### src/rtl/dram_rd_req_issuer_if.sv
// dram_rd_req_issuer_if: descriptor, DRAM request/response and head-metadata signals of the row-load issuer.
interface dram_rd_req_issuer_if #(
    parameter int ADDR_W  = 32,
    parameter int ID_W    = 8,
    parameter int XBAR_W  = 16,
    parameter int SPAD_AW = 10
);
    logic               desc_valid;
    logic               desc_ready;
    logic [ADDR_W-1:0]  desc_dram_addr;
    logic [SPAD_AW-1:0] desc_spad_addr;
    logic [XBAR_W-1:0]  desc_xbar;
    logic [2:0]         desc_num_request;
    logic               dram_req_valid;
    logic               dram_req_ready;
    logic [ADDR_W-1:0]  dram_req_addr;
    logic [ID_W-1:0]    dram_req_id;
    logic               dram_res_valid;
    logic [2:0]         num_request;
    logic [SPAD_AW-1:0] spad_addr;
    logic [XBAR_W-1:0]  xbar;
    logic               meta_valid;
    logic               rsp_err;

    modport master (
        input  desc_valid, desc_dram_addr, desc_spad_addr, desc_xbar, desc_num_request,
               dram_req_ready, dram_res_valid,
        output desc_ready, dram_req_valid, dram_req_addr, dram_req_id,
               num_request, spad_addr, xbar, meta_valid, rsp_err
    );

    modport slave (
        output desc_valid, desc_dram_addr, desc_spad_addr, desc_xbar, desc_num_request,
               dram_req_ready, dram_res_valid,
        input  desc_ready, dram_req_valid, dram_req_addr, dram_req_id,
               num_request, spad_addr, xbar, meta_valid, rsp_err
    );
endinterface

### src/rtl/dram_rd_req_issuer.sv
// dram_rd_req_issuer: splits row descriptors into 64-bit DRAM read beats and
// keeps per-row metadata in an in-order queue whose head feeds the write latch.
module dram_rd_req_issuer #(
    parameter int ADDR_W      = 32,
    parameter int ID_W        = 8,
    parameter int XBAR_W      = 16,
    parameter int SPAD_AW     = 10,
    parameter int ROW_Q_DEPTH = 4
) (
    input logic clk,
    input logic n_rst,
    dram_rd_req_issuer_if.master bus
);
    localparam int PW = $clog2(ROW_Q_DEPTH);
    localparam int CW = PW + 1;
    localparam int TW = ID_W - 3;

    typedef enum logic {IDLE, ISSUE} state_t;

    state_t             state_q;
    logic [ADDR_W-1:0]  base_q;
    logic [2:0]         nreq_q;
    logic [2:0]         beat_q;
    logic [TW-1:0]      tag_q;
    logic [PW-1:0]      wr_ptr_q;
    logic [PW-1:0]      rd_ptr_q;
    logic [CW-1:0]      count_q;
    logic [CW-1:0]      count_d;
    logic [2:0]         rsp_cnt_q;
    logic               rsp_err_q;
    logic [2:0]         q_num  [ROW_Q_DEPTH];
    logic [SPAD_AW-1:0] q_spad [ROW_Q_DEPTH];
    logic [XBAR_W-1:0]  q_xbar [ROW_Q_DEPTH];
    logic               nonempty;
    logic               push;
    logic               pop;

    always_comb begin
        nonempty = count_q != '0;
        push     = bus.desc_valid && bus.desc_ready;
        pop      = bus.dram_res_valid && nonempty && rsp_cnt_q == q_num[rd_ptr_q];
        count_d  = count_q + CW'(push) - CW'(pop);
    end

    assign bus.desc_ready     = state_q == IDLE && count_q < CW'(ROW_Q_DEPTH);
    assign bus.dram_req_valid = state_q == ISSUE;
    assign bus.dram_req_addr  = base_q + ADDR_W'({beat_q, 3'b000});
    assign bus.dram_req_id    = {tag_q, beat_q};
    assign bus.meta_valid     = nonempty;
    assign bus.num_request    = nonempty ? q_num[rd_ptr_q]  : '0;
    assign bus.spad_addr      = nonempty ? q_spad[rd_ptr_q] : '0;
    assign bus.xbar           = nonempty ? q_xbar[rd_ptr_q] : '0;
    assign bus.rsp_err        = rsp_err_q;

    // Queue storage needs no reset: entries are only visible through count_q.
    always_ff @(posedge clk) begin
        if (push) begin
            q_num[wr_ptr_q]  <= bus.desc_num_request;
            q_spad[wr_ptr_q] <= bus.desc_spad_addr;
            q_xbar[wr_ptr_q] <= bus.desc_xbar;
        end
    end

    always_ff @(posedge clk or negedge n_rst) begin
        if (!n_rst) begin
            state_q   <= IDLE;
            base_q    <= '0;
            nreq_q    <= '0;
            beat_q    <= '0;
            tag_q     <= '0;
            wr_ptr_q  <= '0;
            rd_ptr_q  <= '0;
            count_q   <= '0;
            rsp_cnt_q <= '0;
            rsp_err_q <= 1'b0;
        end else begin
            case (state_q)
                IDLE: if (push) begin
                    base_q  <= bus.desc_dram_addr;
                    nreq_q  <= bus.desc_num_request;
                    beat_q  <= '0;
                    state_q <= ISSUE;
                end
                ISSUE: if (bus.dram_req_ready) begin
                    if (beat_q == nreq_q) begin
                        tag_q   <= tag_q + TW'(1);
                        state_q <= IDLE;
                    end else begin
                        beat_q <= beat_q + 3'd1;
                    end
                end
            endcase
            if (push) wr_ptr_q <= wr_ptr_q + PW'(1);
            if (pop) rd_ptr_q <= rd_ptr_q + PW'(1);
            count_q <= count_d;
            // The latch samples the head this cycle; the pop shows up next cycle.
            if (bus.dram_res_valid && nonempty) rsp_cnt_q <= pop ? 3'd0 : rsp_cnt_q + 3'd1;
            if (bus.dram_res_valid && !nonempty) rsp_err_q <= 1'b1;
        end
    end
endmodule

### src/flat_wrapper.sv
// flat-port wrapper written by rule: the top's interface ports become plain ports
module dram_rd_req_issuer_flat 
#(
    parameter int ADDR_W      = 32,
    parameter int ID_W        = 8,
    parameter int XBAR_W      = 16,
    parameter int SPAD_AW     = 10,
    parameter int ROW_Q_DEPTH = 4
)
  (clk, n_rst, bus_desc_valid, bus_desc_dram_addr, bus_desc_spad_addr, bus_desc_xbar, bus_desc_num_request, bus_dram_req_ready, bus_dram_res_valid, bus_desc_ready, bus_dram_req_valid, bus_dram_req_addr, bus_dram_req_id, bus_num_request, bus_spad_addr, bus_xbar, bus_meta_valid, bus_rsp_err);
  dram_rd_req_issuer_if #(.ADDR_W(ADDR_W), .ID_W(ID_W), .XBAR_W(XBAR_W), .SPAD_AW(SPAD_AW)) bus_i ();
  input logic clk;
  input logic n_rst;
  input wire logic [$bits(bus_i.desc_valid)-1:0] bus_desc_valid;
  input wire logic [$bits(bus_i.desc_dram_addr)-1:0] bus_desc_dram_addr;
  input wire logic [$bits(bus_i.desc_spad_addr)-1:0] bus_desc_spad_addr;
  input wire logic [$bits(bus_i.desc_xbar)-1:0] bus_desc_xbar;
  input wire logic [$bits(bus_i.desc_num_request)-1:0] bus_desc_num_request;
  input wire logic [$bits(bus_i.dram_req_ready)-1:0] bus_dram_req_ready;
  input wire logic [$bits(bus_i.dram_res_valid)-1:0] bus_dram_res_valid;
  output wire logic [$bits(bus_i.desc_ready)-1:0] bus_desc_ready;
  output wire logic [$bits(bus_i.dram_req_valid)-1:0] bus_dram_req_valid;
  output wire logic [$bits(bus_i.dram_req_addr)-1:0] bus_dram_req_addr;
  output wire logic [$bits(bus_i.dram_req_id)-1:0] bus_dram_req_id;
  output wire logic [$bits(bus_i.num_request)-1:0] bus_num_request;
  output wire logic [$bits(bus_i.spad_addr)-1:0] bus_spad_addr;
  output wire logic [$bits(bus_i.xbar)-1:0] bus_xbar;
  output wire logic [$bits(bus_i.meta_valid)-1:0] bus_meta_valid;
  output wire logic [$bits(bus_i.rsp_err)-1:0] bus_rsp_err;
  assign bus_i.desc_valid = bus_desc_valid;
  assign bus_i.desc_dram_addr = bus_desc_dram_addr;
  assign bus_i.desc_spad_addr = bus_desc_spad_addr;
  assign bus_i.desc_xbar = bus_desc_xbar;
  assign bus_i.desc_num_request = bus_desc_num_request;
  assign bus_i.dram_req_ready = bus_dram_req_ready;
  assign bus_i.dram_res_valid = bus_dram_res_valid;
  assign bus_desc_ready = bus_i.desc_ready;
  assign bus_dram_req_valid = bus_i.dram_req_valid;
  assign bus_dram_req_addr = bus_i.dram_req_addr;
  assign bus_dram_req_id = bus_i.dram_req_id;
  assign bus_num_request = bus_i.num_request;
  assign bus_spad_addr = bus_i.spad_addr;
  assign bus_xbar = bus_i.xbar;
  assign bus_meta_valid = bus_i.meta_valid;
  assign bus_rsp_err = bus_i.rsp_err;
  dram_rd_req_issuer #(.ADDR_W(ADDR_W), .ID_W(ID_W), .XBAR_W(XBAR_W), .SPAD_AW(SPAD_AW), .ROW_Q_DEPTH(ROW_Q_DEPTH)) u_core (.clk(clk), .n_rst(n_rst), .bus(bus_i));
endmodule
### config.mk
export PLATFORM = sky130hd
export DESIGN_NAME = dram_rd_req_issuer_flat
export DESIGN_NICKNAME = d
export VERILOG_FILES = /design/src/rtl/dram_rd_req_issuer_if.sv /design/src/rtl/dram_rd_req_issuer.sv /design/src/flat_wrapper.sv
export SDC_FILE = /design/constraint.sdc
export NUM_CORES = 1
export LEC_CHECK = 0
export BUFFER_PORTS_ARGS = -buffer_cell sky130_fd_sc_hd__buf_2
export CELL_PAD_IN_SITES_DETAIL_PLACEMENT = 0
export CELL_PAD_IN_SITES_GLOBAL_PLACEMENT = 1
export CORE_UTILIZATION = 40
export CTS_BUF_LIST = sky130_fd_sc_hd__clkbuf_16
export DETAILED_ROUTE_END_ITERATION = 8
export PLACE_DENSITY_LB_ADDON = 0.1
export SYNTH_ARGS = -nofsm -noshare
export SYNTH_HDL_FRONTEND = slang
export SYNTH_SLANG_ARGS = --single-unit
export TNS_END_PERCENT = 50
### constraint.sdc
create_clock -name clk -period 3.9 [get_ports clk]
set_input_delay 0.39 -clock clk [delete_from_list [all_inputs] [get_ports clk]]
set_output_delay 0.39 -clock clk [all_outputs]
set_load 0.005 [all_outputs]
# Word-level counts from Yosys, hierarchy flattened
# Memories as Yosys holds them, arrays and structs flattened.
# Cells that the tools add are included.
# Widths: inputs -> output; s select.
# totals
reg_bits	55
ram_bits	116
in_bits	66
out_inout_bits	73
mem_count	3
# mem_list
memory	words	word_bits	read_ports	rd_clocked_by_memory_dff	wr	line_no	text
u_core.q_xbar	4	16	1	0	1	dram_rd_req_issuer.sv:33	logic [XBAR_W-1:0] q_xbar [ROW_Q_DEPTH];
u_core.q_spad	4	10	1	0	1	dram_rd_req_issuer.sv:32	logic [SPAD_AW-1:0] q_spad [ROW_Q_DEPTH];
u_core.q_num	4	3	1	0	1	dram_rd_req_issuer.sv:31	logic [2:0] q_num [ROW_Q_DEPTH];
# classes
addsub	8
order_cmp	1
eq_ne	5
n_mux	13
n_bitwise	1
n_reduce_logical	10
# ops
cell	n
$add 32x6->32	1
$mux 16	1
$mux 3	5
$mux 10	1
$add 3x1->3 const B	2
$eq 3x3->1	2
$pmux 3 s2	1
$reduce_and 3->1	2
$add 5x1->5 const B	1
$logic_and 1x1->1	5
$add 2x1->2 const B	2
$mux 1	4
$ne 2x2->1 const B	2
$add 3x1->3	1
$lt 3x3->1 const B	1
$reduce_bool 3->1	1
$sub 3x1->3	1
$ne 2x1->1 const B	1
$pmux 1 s2	1
$reduce_and 2->1	1
$logic_not 1->1	1
$not 1->1	1

# Longest topological paths before layout
# logic_depth
word_depth	5
mapped_depth	10
mapped_depth_nobuf	9

# Least setup slack after synthesis
# No wires, ideal clock.
# synth_timing
path_type	register to output
start	register u_core.beat_q[0]
end	output port bus_dram_req_addr[29]
arrival_time_ns	2.070
required_time_ns	3.510
slack_ns	1.440
path_stages_with_launch	8
cell_sequence	dfrtp_1 > ha_1 > inv_1 > fa_1 > nor2b_1 > o2111ai_4 > nor4_1 > xor2_1
# synth_between
elab_chain_len	1
# synth_rtl
element	line_no	text
from (decl)	dram_rd_req_issuer.sv:23	logic [2:0] beat_q;
from (signal assigned)	dram_rd_req_issuer.sv:89	beat_q <= beat_q + 3'd1;
$add 32x6->32	dram_rd_req_issuer.sv:47	assign bus.dram_req_addr = base_q + ADDR_W'({beat_q, 3'b000});
to (decl)	flat_wrapper.sv:23	output wire logic [$bits(bus_i.dram_req_addr)-1:0] bus_dram_req_addr;
# Every way passes these cells.

# Worst setup path after layout
# layout_timing
start	register u_core.beat_q[0]
end	output port bus_dram_req_addr[31]
# Same word-level chain as after synthesis.

==> qor.csv <==
stage;metric;value;unit
drt;Vias;4276;
synth;register bit total from synthesis;171;
floorplan;Placement Rows;49;
synth;commonest register cell after synthesis;edfxtp_1;
global_route;largest net degree at the start of global routing;46;
placement;placed wire-length estimate;9808;um
synth;async set-reset flop share out of synthesis;32.16;%
placement;port bufs;138;
drt;DRT Wirelength;14950;um
min_path;worst min-delay path category;in -> reg;
power;P_sw;0.002132;W
power;Peak VDD IR;0.4215;mV
sta;Final TNS setup;0;ns
cells_and_area;layout cells sized above 1;41.17;%
outcome;failing checks;DRC;
setup_path;Worst Path Required;3.51;ns
floorplan;# IOs;139;
floorplan;Chip Height;139.0;um
drt;Post-route DRC;10;
power;internal power;0.004387;W
power;clock power share;24.8;%
sta;Worst Skew;0.008578;ns
sta;Slew HR;61.72;%
floorplan;Die W;139.0;um
power;leakage power;3.506;nW
power;sequential power share;40.8;%
synth;Cells after Synth;458;
cells_and_area;Final nets;683;
sta;fmax;299.9;MHz
clock_network;clk root buf;clkbuf_16;
global_route;initial antenna violation count;1;
sta;crit path time final;3.335;ns
synth;syn_nets;537;
power;PD cells;722.4;nW/um^2
setup_path;Startpoint Class;register;
global_route;Tot GR Track Use;16.52;%
synth;Avg Cell Area, Syn;16.40;um^2
synth;register area share after synthesis;64.69;%
cells_and_area;Filler cells;1587;
power;switch share;32.70;%
cells_and_area;Area Overhead vs Synth;20.12;%
synth;yosys warns;0;
placement;post-placement cell area;8448;um^2
synth;Distinct cells, synth;46;
drt;drt pass-1 iters;8;
sta;final worst-path cycle share;85.50;%
cells_and_area;final instance area;9024;um^2
clock_network;clock slew at reported path FFs;0.07;ns
sta;final hold viol count;0;
drt;top sig layer;met4;
setup_path;crit end category;output port;
clock_network;clk_lat worst skew;0.42;ns
clock_network;Num CTS Buffers;17;
drt;routed len/inst;17.65;um
synth;EDFF count, synth;116;
synth;largest area contributor in the synthesized netlist;edfxtp_1;
floorplan;Die Area;19330;um^2
drt;routed wl met3;986;um
synth;post-synth top area share;46.37;%
sta;RSZ-0062 raised after global routing;false;
outcome;outcome;finished, violations left;
floorplan;area of the core;18210;um^2
clock_network;postcts setup bufs;0;
clock_network;clk buf depth;2;
setup_path;crit path max fanout;8;
placement;GPL Wtd Cong;0.8378;
drt;Starting DRT DRC Count;166;
clock_network;H-tree lvl count;4;
setup_path;Crit Path Category;reg -> out;
synth;synth top area cells;edfxtp_1 46%, dfrtp_1 18%, mux4_2 8.7%, mux2_2 5.2%, and2_1 2.7%;
flow_run;Max-cap violations;0;
power;Logic pwr share;34.5;%
sta;Setup-failing EPs final;0;
drt;routed vias/inst;5.048;
synth;mapped cell area;7512;um^2
sta;Pins Over Slew Limit;0;
global_route;GRT overflow;0;
global_route;first-pass GRT wire length;24150;um
drt;M1 wire length;6577;um
clock_network;TritonCTS clock tree;yes;
drt;met2 WL post-DR;7168;um
setup_path;CP Data Arrival Time;2.94;ns
sta;worst slew pin tran;0.5742;ns
clock_network;CTS Sinks;171;
global_route;vias in the first global route;4557;
floorplan;Initial Util;41.26;%
drt;Final ANT Viol Nets;0;
-- final timing paths --
check	from	to	slack [ns]	depth (start not counted)
worst max-delay path	u_core.beat_q[0]$_DFFE_PN0P_	bus_dram_req_addr[31]	0.57	8
worst min-delay path	bus_desc_dram_addr[4]	u_core.base_q[4]$_DFFE_PN0P_	0.17	3
worst max register to register	u_core.rd_ptr_q[0]$_DFFE_PN0P_	u_core.count_q[2]$_DFF_PN0_	1.10	9
worst min register to register	u_core.tag_q[4]$_DFFE_PN0P_	u_core.tag_q[4]$_DFFE_PN0P_	0.47	1
max in group asynchronous	n_rst	u_core.base_q[6]$_DFFE_PN0P_	2.61	3
min in group asynchronous	n_rst	u_core.base_q[2]$_DFFE_PN0P_	0.45	2
-- metal layers --
layer,GRT usage [%],up-vias
li1,-,2014
met1,20.46,2121
met2,26.82,123
met3,5.594,18
met4,6.199,0
met5,0,-
-- cells in the final DEF (no fill, tap or decap), types with 2 or more instances in the layout --
master	n
clkinvlp_4	2
inv_6	6
ha_1	11
nand2b_1	2
dfrtp_1	54
o211ai_1	3
xnor2_4	3
inv_1	11
xnor2_1	21
o21ai_1	2
and4_1	2
clkinv_2	4
and3_1	5
nor4_1	8
edfxtp_1	116
and2_1	33
nor3b_1	2
clkbuf_16	17
buf_2	138
nor2_1	8
nor4b_1	2
o21ai_0	5
xor2_1	23
mux2_2	35
buf_4	10
fa_1	2
nand2_1	20
nand3_1	9
nand4_1	8
mux4_2	29
nor3_1	4
-- area by class of cell --
cell class,instances,area (um^2),share of cell area [%]
Sequential cell,171,4861,53.87
Multi-Input combinational cell,254,2494,27.63
Timing Repair Buffer,149,775.7,8.597
Clock buffer,17,425.4,4.714
Tap cell,229,286.5,3.175
Clock inverter,15,137.6,1.525
Inverter,11,41.29,0.4576
Antenna cell,1,2.502,0.02773
-- worst max-delay path: stages (launching register included) --
cell	delay [ns]
dfrtp_1	0.50
ha_1	0.23
inv_1	0.06
fa_1	0.40
nor2b_1	0.44
o2111ai_4	0.21
nor4_1	0.38
xor2_1	0.17
buf_2	0.13
-- power by group through the flow --
stage	combinational [W]	sequential, W	clock (W)
2_1_floorplan	0.00160	0.00257	0
3_3_place_gp	0.00228	0.00269	0
3_5_place_dp	0.00228	0.00270	0
4_1_cts	0.00230	0.00267	0.00166
5_1_grt	0.00250	0.00272	0.00174
6_report	0.00225	0.00266	0.00161
-- kinds of logic (layout without fill, tap and decap cells) --
group / count (synthesis) / in the layout / synth area share (%)
other: 0 / 1 / 0
buffers and inverters: 33 / 192 / 2.182
xor gates and xnor gates: 47 / 47 / 6.229
adders and majority gates: 13 / 13 / 2.365
AOI/OAI and AO/OA: 18 / 18 / 1.799
DFF: 171 / 171 / 64.69
and+or+nand+nor: 111 / 111 / 8.661
muxes: 65 / 65 / 14.07
-- stage by stage --
step / cells / power (W) / setup WS, ns / util (%) / hold slack (ns)
6_report: 847 / 0.006519 / 0.5654 / 49.56 / 0.1748
5_1_grt: 846 / 0.006960 / 0.3455 / 49.54 / 0.1636
4_1_cts: 846 / 0.006621 / 0.5038 / 49.54 / 0.1513
3_5_place_dp: 813 / 0.004983 / 0.9997 / 46.40 / 0.3735
3_3_place_gp: 813 / 0.004964 / 1.100 / 46.40 / 0.3576
2_1_floorplan: 458 / 0.004170 / 1.440 / - / 0.09441
-- state kept, by name, indices dropped and copies added, names as in the netlist --
register and cells:
u_core.q_spad 40, u_core.q_xbar 64, u_core.rd_ptr_q 2, u_core.nreq_q 3
u_core.bus.rsp_err 1, u_core.beat_q 3, u_core.q_num 12, u_core.rsp_cnt_q 3
u_core.count_q 3, u_core.bus.dram_req_valid 1, u_core.base_q 32, u_core.tag_q 5
u_core.wr_ptr_q 2
-- cells in the mapped netlist, types with 3 or more instances --
master    number
and2_1        33
and3_1         5
buf_2          8
buf_4          4
clkbuf_1       7
dfrtp_1       55
edfxtp_1     116
ha_1          11
inv_1         11
mux2_2        35
mux4_2        29
nand2_1       20
nand3_1        9
nand4_1        8
nor2_1         8
nor3_1         4
nor3b_1        3
nor4_1         8
o211ai_1       3
o21ai_0        5
xnor2_1       21
xnor2_4        3
xor2_1        23
-- repair_timing --
action,CTS,global route
hold buffers,1,0
gates resized for setup,0,0
hold endpoints to repair,19,0
setup endpoints to repair,0,0
No activity file was read; power rests on OpenSTA's default activity.
